$ cat src/rtl/acc_reg_bank.sv
// acc_reg_bank: bank of NREG accumulator registers of WIDTH bits with in-place
// ALU-style ops, Z/C flags and an LSB-first serial shift-out engine.
//
// Ports
//   clk        in   clock, rising edge
//   rst        in   asynchronous reset, active-high
//   ia         in   load enable: reg[sel] <= dina (wins over op)
//   ea         in   bus enable for dout
//   op         in   in-place operation on reg[sel] when ia=0
//   sel        in   register select (load, op, read, serial capture)
//   dina       in   load data
//   ser_start  in   start serial shift-out of reg[sel] (ignored unless idle)
//   qa         out  reg[sel], combinational read
//   dout       out  ea ? reg[sel] : 0, combinational
//   z, c       out  registered zero / carry flags of last written result
//   ser_out    out  serial data bit, LSB first, 0 outside the shift phase
//   busy       out  high for exactly WIDTH cycles while shifting
//   done       out  one-cycle pulse after the last serial bit
module acc_reg_bank #(
    parameter int unsigned WIDTH = 8,
    parameter int unsigned NREG  = 4
) (
    input  logic                     clk,
    input  logic                     rst,
    input  logic                     ia,
    input  logic                     ea,
    input  logic [2:0]               op,
    input  logic [$clog2(NREG)-1:0]  sel,
    input  logic [WIDTH-1:0]         dina,
    input  logic                     ser_start,
    output logic [WIDTH-1:0]         qa,
    output logic [WIDTH-1:0]         dout,
    output logic                     z,
    output logic                     c,
    output logic                     ser_out,
    output logic                     busy,
    output logic                     done
);

    localparam int unsigned CNTW = $clog2(WIDTH);

    typedef enum logic [2:0] {
        OP_HOLD = 3'b000,
        OP_CLR  = 3'b001,
        OP_INC  = 3'b010,
        OP_DEC  = 3'b011,
        OP_SHL  = 3'b100,
        OP_SHR  = 3'b101,
        OP_ROL  = 3'b110,
        OP_NOT  = 3'b111
    } op_e;

    typedef enum logic [1:0] {
        S_IDLE  = 2'd0,
        S_SHIFT = 2'd1,
        S_DONE  = 2'd2
    } state_e;

    logic [WIDTH-1:0] regs [NREG];
    logic [WIDTH-1:0] cur;
    logic [WIDTH-1:0] res;
    logic [WIDTH:0]   sum;
    logic             wr;
    logic             z_d;
    logic             c_d;
    op_e              op_q;

    state_e           state, state_d;
    logic [WIDTH-1:0] shreg, shreg_d;
    logic [CNTW-1:0]  cnt, cnt_d;
    logic             busy_d;
    logic             done_d;

    // Combinational read ports
    assign cur  = regs[sel];
    assign qa   = cur;
    assign dout = ea ? cur : '0;
    assign op_q = op_e'(op);

    // Result and flag computation for the selected register; load beats op
    always_comb begin
        res = cur;
        sum = '0;
        wr  = 1'b0;
        z_d = z;
        c_d = c;
        if (ia) begin
            res = dina;
            wr  = 1'b1;
        end else begin
            case (op_q)
                OP_HOLD: wr = 1'b0;
                OP_CLR: begin
                    res = '0;
                    c_d = 1'b0;
                    wr  = 1'b1;
                end
                OP_INC: begin
                    sum = {1'b0, cur} + (WIDTH+1)'(1);
                    res = sum[WIDTH-1:0];
                    c_d = sum[WIDTH];
                    wr  = 1'b1;
                end
                OP_DEC: begin
                    res = cur - WIDTH'(1);
                    c_d = (cur == '0);
                    wr  = 1'b1;
                end
                OP_SHL: begin
                    res = {cur[WIDTH-2:0], 1'b0};
                    c_d = cur[WIDTH-1];
                    wr  = 1'b1;
                end
                OP_SHR: begin
                    res = {1'b0, cur[WIDTH-1:1]};
                    c_d = cur[0];
                    wr  = 1'b1;
                end
                OP_ROL: begin
                    res = {cur[WIDTH-2:0], cur[WIDTH-1]};
                    c_d = cur[WIDTH-1];
                    wr  = 1'b1;
                end
                OP_NOT: begin
                    res = ~cur;
                    wr  = 1'b1;
                end
                default: wr = 1'b0;
            endcase
        end
        if (wr) begin
            z_d = (res == '0);
        end
    end

    // Register bank and flags
    always_ff @(posedge clk or posedge rst) begin
        if (rst) begin
            for (int i = 0; i < int'(NREG); i++) begin
                regs[i] <= '0;
            end
            z <= 1'b1;
            c <= 1'b0;
        end else begin
            if (wr) begin
                regs[sel] <= res;
            end
            z <= z_d;
            c <= c_d;
        end
    end

    // Serial engine next-state; shreg is cleared outside SHIFT so bit 0 is the output
    always_comb begin
        state_d = state;
        shreg_d = shreg;
        cnt_d   = cnt;
        busy_d  = 1'b0;
        done_d  = 1'b0;
        case (state)
            S_IDLE: begin
                if (ser_start) begin
                    state_d = S_SHIFT;
                    shreg_d = cur;
                    cnt_d   = '0;
                    busy_d  = 1'b1;
                end
            end
            S_SHIFT: begin
                cnt_d = cnt + CNTW'(1);
                if (cnt == CNTW'(WIDTH - 1)) begin
                    state_d = S_DONE;
                    shreg_d = '0;
                    done_d  = 1'b1;
                end else begin
                    shreg_d = shreg >> 1;
                    busy_d  = 1'b1;
                end
            end
            S_DONE: begin
                state_d = S_IDLE;
                cnt_d   = '0;
            end
            default: begin
                state_d = S_IDLE;
                shreg_d = '0;
                cnt_d   = '0;
            end
        endcase
    end

    // Serial engine state register
    always_ff @(posedge clk or posedge rst) begin
        if (rst) begin
            state <= S_IDLE;
            shreg <= '0;
            cnt   <= '0;
            busy  <= 1'b0;
            done  <= 1'b0;
        end else begin
            state <= state_d;
            shreg <= shreg_d;
            cnt   <= cnt_d;
            busy  <= busy_d;
            done  <= done_d;
        end
    end

    assign ser_out = shreg[0];

endmodule

$ cat config.mk
export PLATFORM = sky130hd
export DESIGN_NAME = acc_reg_bank
export DESIGN_NICKNAME = d
export VERILOG_FILES = /design/src/rtl/acc_reg_bank.sv
export SDC_FILE = /design/constraint.sdc
export NUM_CORES = 1
export LEC_CHECK = 0
export ABC_AREA = 1
export CAP_MARGIN = 20
export CORE_MARGIN = 3
export CORE_UTILIZATION = 44
export CTS_CLUSTER_DIAMETER = 60
export CTS_CLUSTER_SIZE = 16
export DETAILED_ROUTE_END_ITERATION = 8
export PLACE_DENSITY_LB_ADDON = 0.15
export SLEW_MARGIN = 20
export SYNTH_ARGS = -nofsm -noshare
export SYNTH_HDL_FRONTEND = slang
export SYNTH_SLANG_ARGS = --single-unit
$ cat constraint.sdc
create_clock -name clk -period 5.05 [get_ports clk]
set_input_delay 1.2625 -clock clk [delete_from_list [all_inputs] [get_ports clk]]
set_output_delay 1.2625 -clock clk [all_outputs]
set_load 0.02 [all_outputs]
# --- After elaboration in Yosys (flattened, before gate mapping) ---
# Cells that the tools add are included.
word_totals:
  input_bits: 18
  ff_bits: 49
  out_inout_bits: 21
classes:
  n_eq_ne: 12
  n_reduce_logical: 11
  n_addsub: 3
  n_mux: 25
  magnitude_cmp: 2
  bitwise: 4
op_table:
  columns: ["op", "count"]
  rows:
  - ["$pmux 8 s7", 1]
  - ["$mux 8", 6]
  - ["$bwmux 32", 1]
  - ["$pmux 8 s3", 1]
  - ["$bmux 8 s2", 1]
  - ["$demux 8 s2", 1]
  - ["$logic_not 8->1", 2]
  - ["$eq 3x3->1 const B", 5]
  - ["$add 8x1->9 const B", 1]
  - ["$not 8->8", 1]
  - ["$sub 8x1->8 const B", 1]
  - ["$mux 7", 1]
  - ["$reduce_or 7->1", 1]
  - ["$eq 3x2->1 const B", 2]
  - ["$pmux 3 s2", 1]
  - ["$reduce_and 2->1", 3]
  - ["$mux 1", 5]
  - ["$pmux 1 s5", 1]
  - ["$reduce_bool 5->1", 1]
  - ["$mux 2", 2]
  - ["$ne 2x2->1 const B", 2]
  - ["$pmux 1 s2", 2]
  - ["$pmux 2 s2", 1]
  - ["$add 3x1->3 const B", 1]
  - ["other kinds (12)", 13]

# --- Longest topological paths before layout ---
logic_depth:
  word_depth: 8
  mapped_depth: 19

# --- Worst setup path after synthesis ---
# No wires, ideal clock.
synth_timing:
  path_kind: "input to output"
  from: "in sel[0]"
  to: "out dout[7]"
  slack_ps: 1438
  n_path_buf: 2
  required_ps: 3788
  cell_stages: 7
  t_arrival_ps: 2350
  path_cell_list: "buf_4 -> buf_2 -> o21ai_0 -> nand2_1 -> nand2_2 -> inv_2 -> nor2_1"
synth_via:
  elab_chain_len: 5
synth_lines:
  columns: ["element", "line_no", "source"]
  rows:
  - ["start: declaration", "28", "input logic [$clog2(NREG)-1:0] sel,"]
  - ["$not 2->3 (not written as such)", "75", "assign cur = regs[sel];"]
  - ["$bmux 8 s2", "75", null]
  - ["$mux 8 (not written as such) (2 in series)", "75", null]
  - ["named net qa[7]", "31", "output logic [WIDTH-1:0] qa,"]
  - ["$mux 8", "77", "assign dout = ea ? cur : '0;"]
  - ["end: declaration", "32", "output logic [WIDTH-1:0] dout,"]
# The timed path passes the listed nets, and every way through them passes these cells. The select of a mux whose other input is x is not followed.

# --- Final worst setup path ---
layout_timing:
  from: "in sel[1]"
  to: "out dout[7]"
layout_via:
  elab_chain_len: 5
layout_lines:
  columns: ["element", "line_no"]
  rows:
  - ["$not 2->3 (not written as such)", "75"]
  - ["$bmux 8 s2", "75"]
  - ["$mux 8 (not written as such) (2 in series)", "75"]
  - ["$mux 8", "77"]
# Every way passes these cells. The select of a mux whose other input is x is not followed.

==> flow_summary.ini <==
[clocking]
cts_sinks = 49
htreeDepth = 2
cts.root.buffer_cell = clkbuf_8
cts_repair_resize_count = 0
clock_latency_on_the_worst_skew_pair_ps = 310
cts_stage_hold_buffer_count = 0
cts_tree = done
post-cts-setup-buffers = 0
bufs_on_longest_clock_path = 2
cts_made_buffers = 5
clock_slew_at_the_register_clock_pins_of_the_worst_setup_and_hold_paths_ps = 100

[sta]
grt_setup_unrepaired = no
period_share_pct = 92.7
max_slew_margin_pct = 42.6
post-route-min-period_ps = 4680
timing.clock.skew_ps = 11.2
timing_worst_slew_pin_value_ps = 860
finalSetupViolCount = 0
fin_setup_tns_ps = 0
timing_hold_violations_final = 0
setup_slack_ps = 369
fmax_mhz = 214
drv_slew = 0

[route]
routed_wire_length_per_instance_um = 15.2
vias_per_cell = 5.40
drt_first_iter_violations = 284
post-route-drc-count = 0
vias = 3356
detail_route.wirelength_um = 9450
detail-route-antenna-nets = 0
drtPass1Iterations = 5

[global_routing]
grt_start_max_net_pins = 50
grt_first_pass_wirelength_um = 15600
antenna_found_initial = 0
global_route.usage.total_pct = 23.0
number_of_global_route_vias_before_repair = 3017
globalRouteOverflowTotal = 0

[floorplanning]
ios = 39
floorplan.die.width_um = 92.2
design.core.area_um2 = 6980
die-height_um = 92.2
fp-row-count = 30
dieArea_um2 = 8490
starting_utilization_of_the_core_area_pct = 46.8

[setup_path]
worstPathMaxFanout = 15
critPathArrivalTime_ps = 3420
critical_path.endpoint_type = output port
timing.critical_path.required_ps = 3790
cp-start-kind = input port
path_class = input port to output port

[power]
power.density_cell_area_nw_per_um2 = 352
vdd_drop_max_uv = 207
total_leakage_power_nw = 1.88

[synthesis]
synth_seq_cells = 49
synth_cell_type_count = 33
postSynth.asyncResetShare_pct = 100
netlist.top_cell.by_area = dfrtp_1
yosys.cell_count.top_type = nand2_1
netlist_instances = 480
synth_edf_count = 0
postSynthNetCount = 502
synthesis.area_um2 = 3270
ys_seq_area_share_pct = 37.6
dominantRegCellSynth = dfrtp_1
synth.yosys.warnings = 0
synthTopCellsByArea = dfrtp_1 (37%), nand2_1 (18%), nand3_1 (6.9%), o21ai_0 (6.6%), nor2_1 (5.7%)
synth_top_cell_area_share_pct = 36.8
netlist_top_cells_count = nand2_1 (157), nor2_1 (50), dfrtp_1 (48)
postSynthAreaPerCell_um2 = 6.81

[finish]
syn2layout_area_growth_pct = 18.1
antenna_cells_inserted = 0
final_area_um2 = 3860
num-nets-final = 546
final.fill_count = 691
layout-drive-gt1-share_pct = 10.1

[run]
max-cap-violations = 0

[placement]
placedInstanceArea_um2 = 3750
dpl_worst_slack_ps = 392
hpwlAfterDp_um = 6970
portBuffers = 38
final_wtd_congestion = 0.930

[outcome]
outcome = completed

[min_path]
holdCritPathClass = flop to flop
-- power breakdown --
part / switching (mW) / internal, mW / leakage, nW / total (mW)
logic: 0.349 / 0.210 / 1.22 / 0.560
clock network: 0.158 / 0.104 / 0.0511 / 0.261
registers: 0.0558 / 0.482 / 0.603 / 0.537
total: 0.563 / 0.796 / 1.88 / 1.36
-- flip-flops by register name (all words and copies together), names as in the netlist --
register  flops
z             1
regs         32
cnt           3
shreg         8
c             1
busy          1
state         2
done          1
-- per-stage QoR --
step	power (mW)	hold WS, ps	utilization (%)	cells
CTS	1.36	484	55.3	621
finish	1.36	483	55.3	621
global placement	1.09	467	53.8	613
floorplan	0.904	446	-	480
detailed placement	1.10	467	53.8	613
global route	1.46	513	55.3	621
-- worst paths after layout --
kind	start	endpoint	slack, ps	cells after the start
max in group asynchronous	rst	regs[23]$_DFFE_PP0P_	3130	2
min in group asynchronous	rst	cnt[0]$_DFFE_PP0N_	1410	2
worst min-delay path	z$_DFFE_PP1P_	z$_DFFE_PP1P_	480	2
worst max-delay path	sel[1]	dout[7]	370	7
worst min register to register	z$_DFFE_PP1P_	z$_DFFE_PP1P_	480	2
worst max register to register	regs[8]$_DFFE_PP0P_	z$_DFFE_PP1P_	2650	15
-- final cells by class --
type	count	area (µm²)	share of cell area (%)
Sequential cell	49	1230	31.8
Inverter	49	188	4.86
Timing Repair Buffer	48	455	11.8
Clock buffer	5	68.8	1.78
Clock inverter	3	33.8	0.875
Multi-Input combinational cell	371	1770	45.8
Tap cell	96	120	3.11
-- critical path, stage by stage --
cell and delay (ps):
clkdlybuf4s50_1 830, buf_4 270, nand2_1 80, nand2_2 160
inv_2 100, nor2_1 90, clkdlybuf4s50_1 610
-- per-layer routing --
layer / routed length (µm) / vias to the layer above / global-route usage (%)
met5: 0 / - / 0
met4: 144 / 0 / 6.68
met3: 669 / 16 / 3.53
met2: 4140 / 149 / 33.2
met1: 4500 / 1533 / 35.2
li1: - / 1658 / -
-- placed cells by master (no fill, tap or decap) --
master,n
nand2_2,10
clkinv_4,2
nor3_1,2
clkinv_8,1
a21oi_1,5
inv_1,41
o211a_1,1
nor2_4,3
nor2_2,7
a32o_1,2
o21ai_1,2
nand3_1,45
nor2_1,50
dfstp_2,1
inv_2,6
inv_4,1
mux2_2,1
o21bai_2,1
o21bai_1,1
a21boi_1,1
dfrtp_1,48
clkinv_2,1
o21ai_0,43
a31oi_1,14
clkbuf_8,5
o22ai_1,12
a21oi_2,1
nand2_4,1
clkdlybuf4s50_1,38
nand3_2,2
a22oi_1,4
ha_1,4
nand2_1,157
nand4_1,2
buf_4,10
-- kinds of logic after synthesis --
| family | after synthesis | share of synthesized area [%] |
|---|---|---|
| flip-flops | 49 | 37.6 |
| multiplexers | 1 | 0.345 |
| AND/OR/NAND/NOR | 279 | 36.6 |
| buffers and inverters | 60 | 8.39 |
| adder cells (fa/ha/maj) | 4 | 1.53 |
| AO/OA/AOI/OAI | 87 | 15.5 |
(Power assumes the default switching activity.)
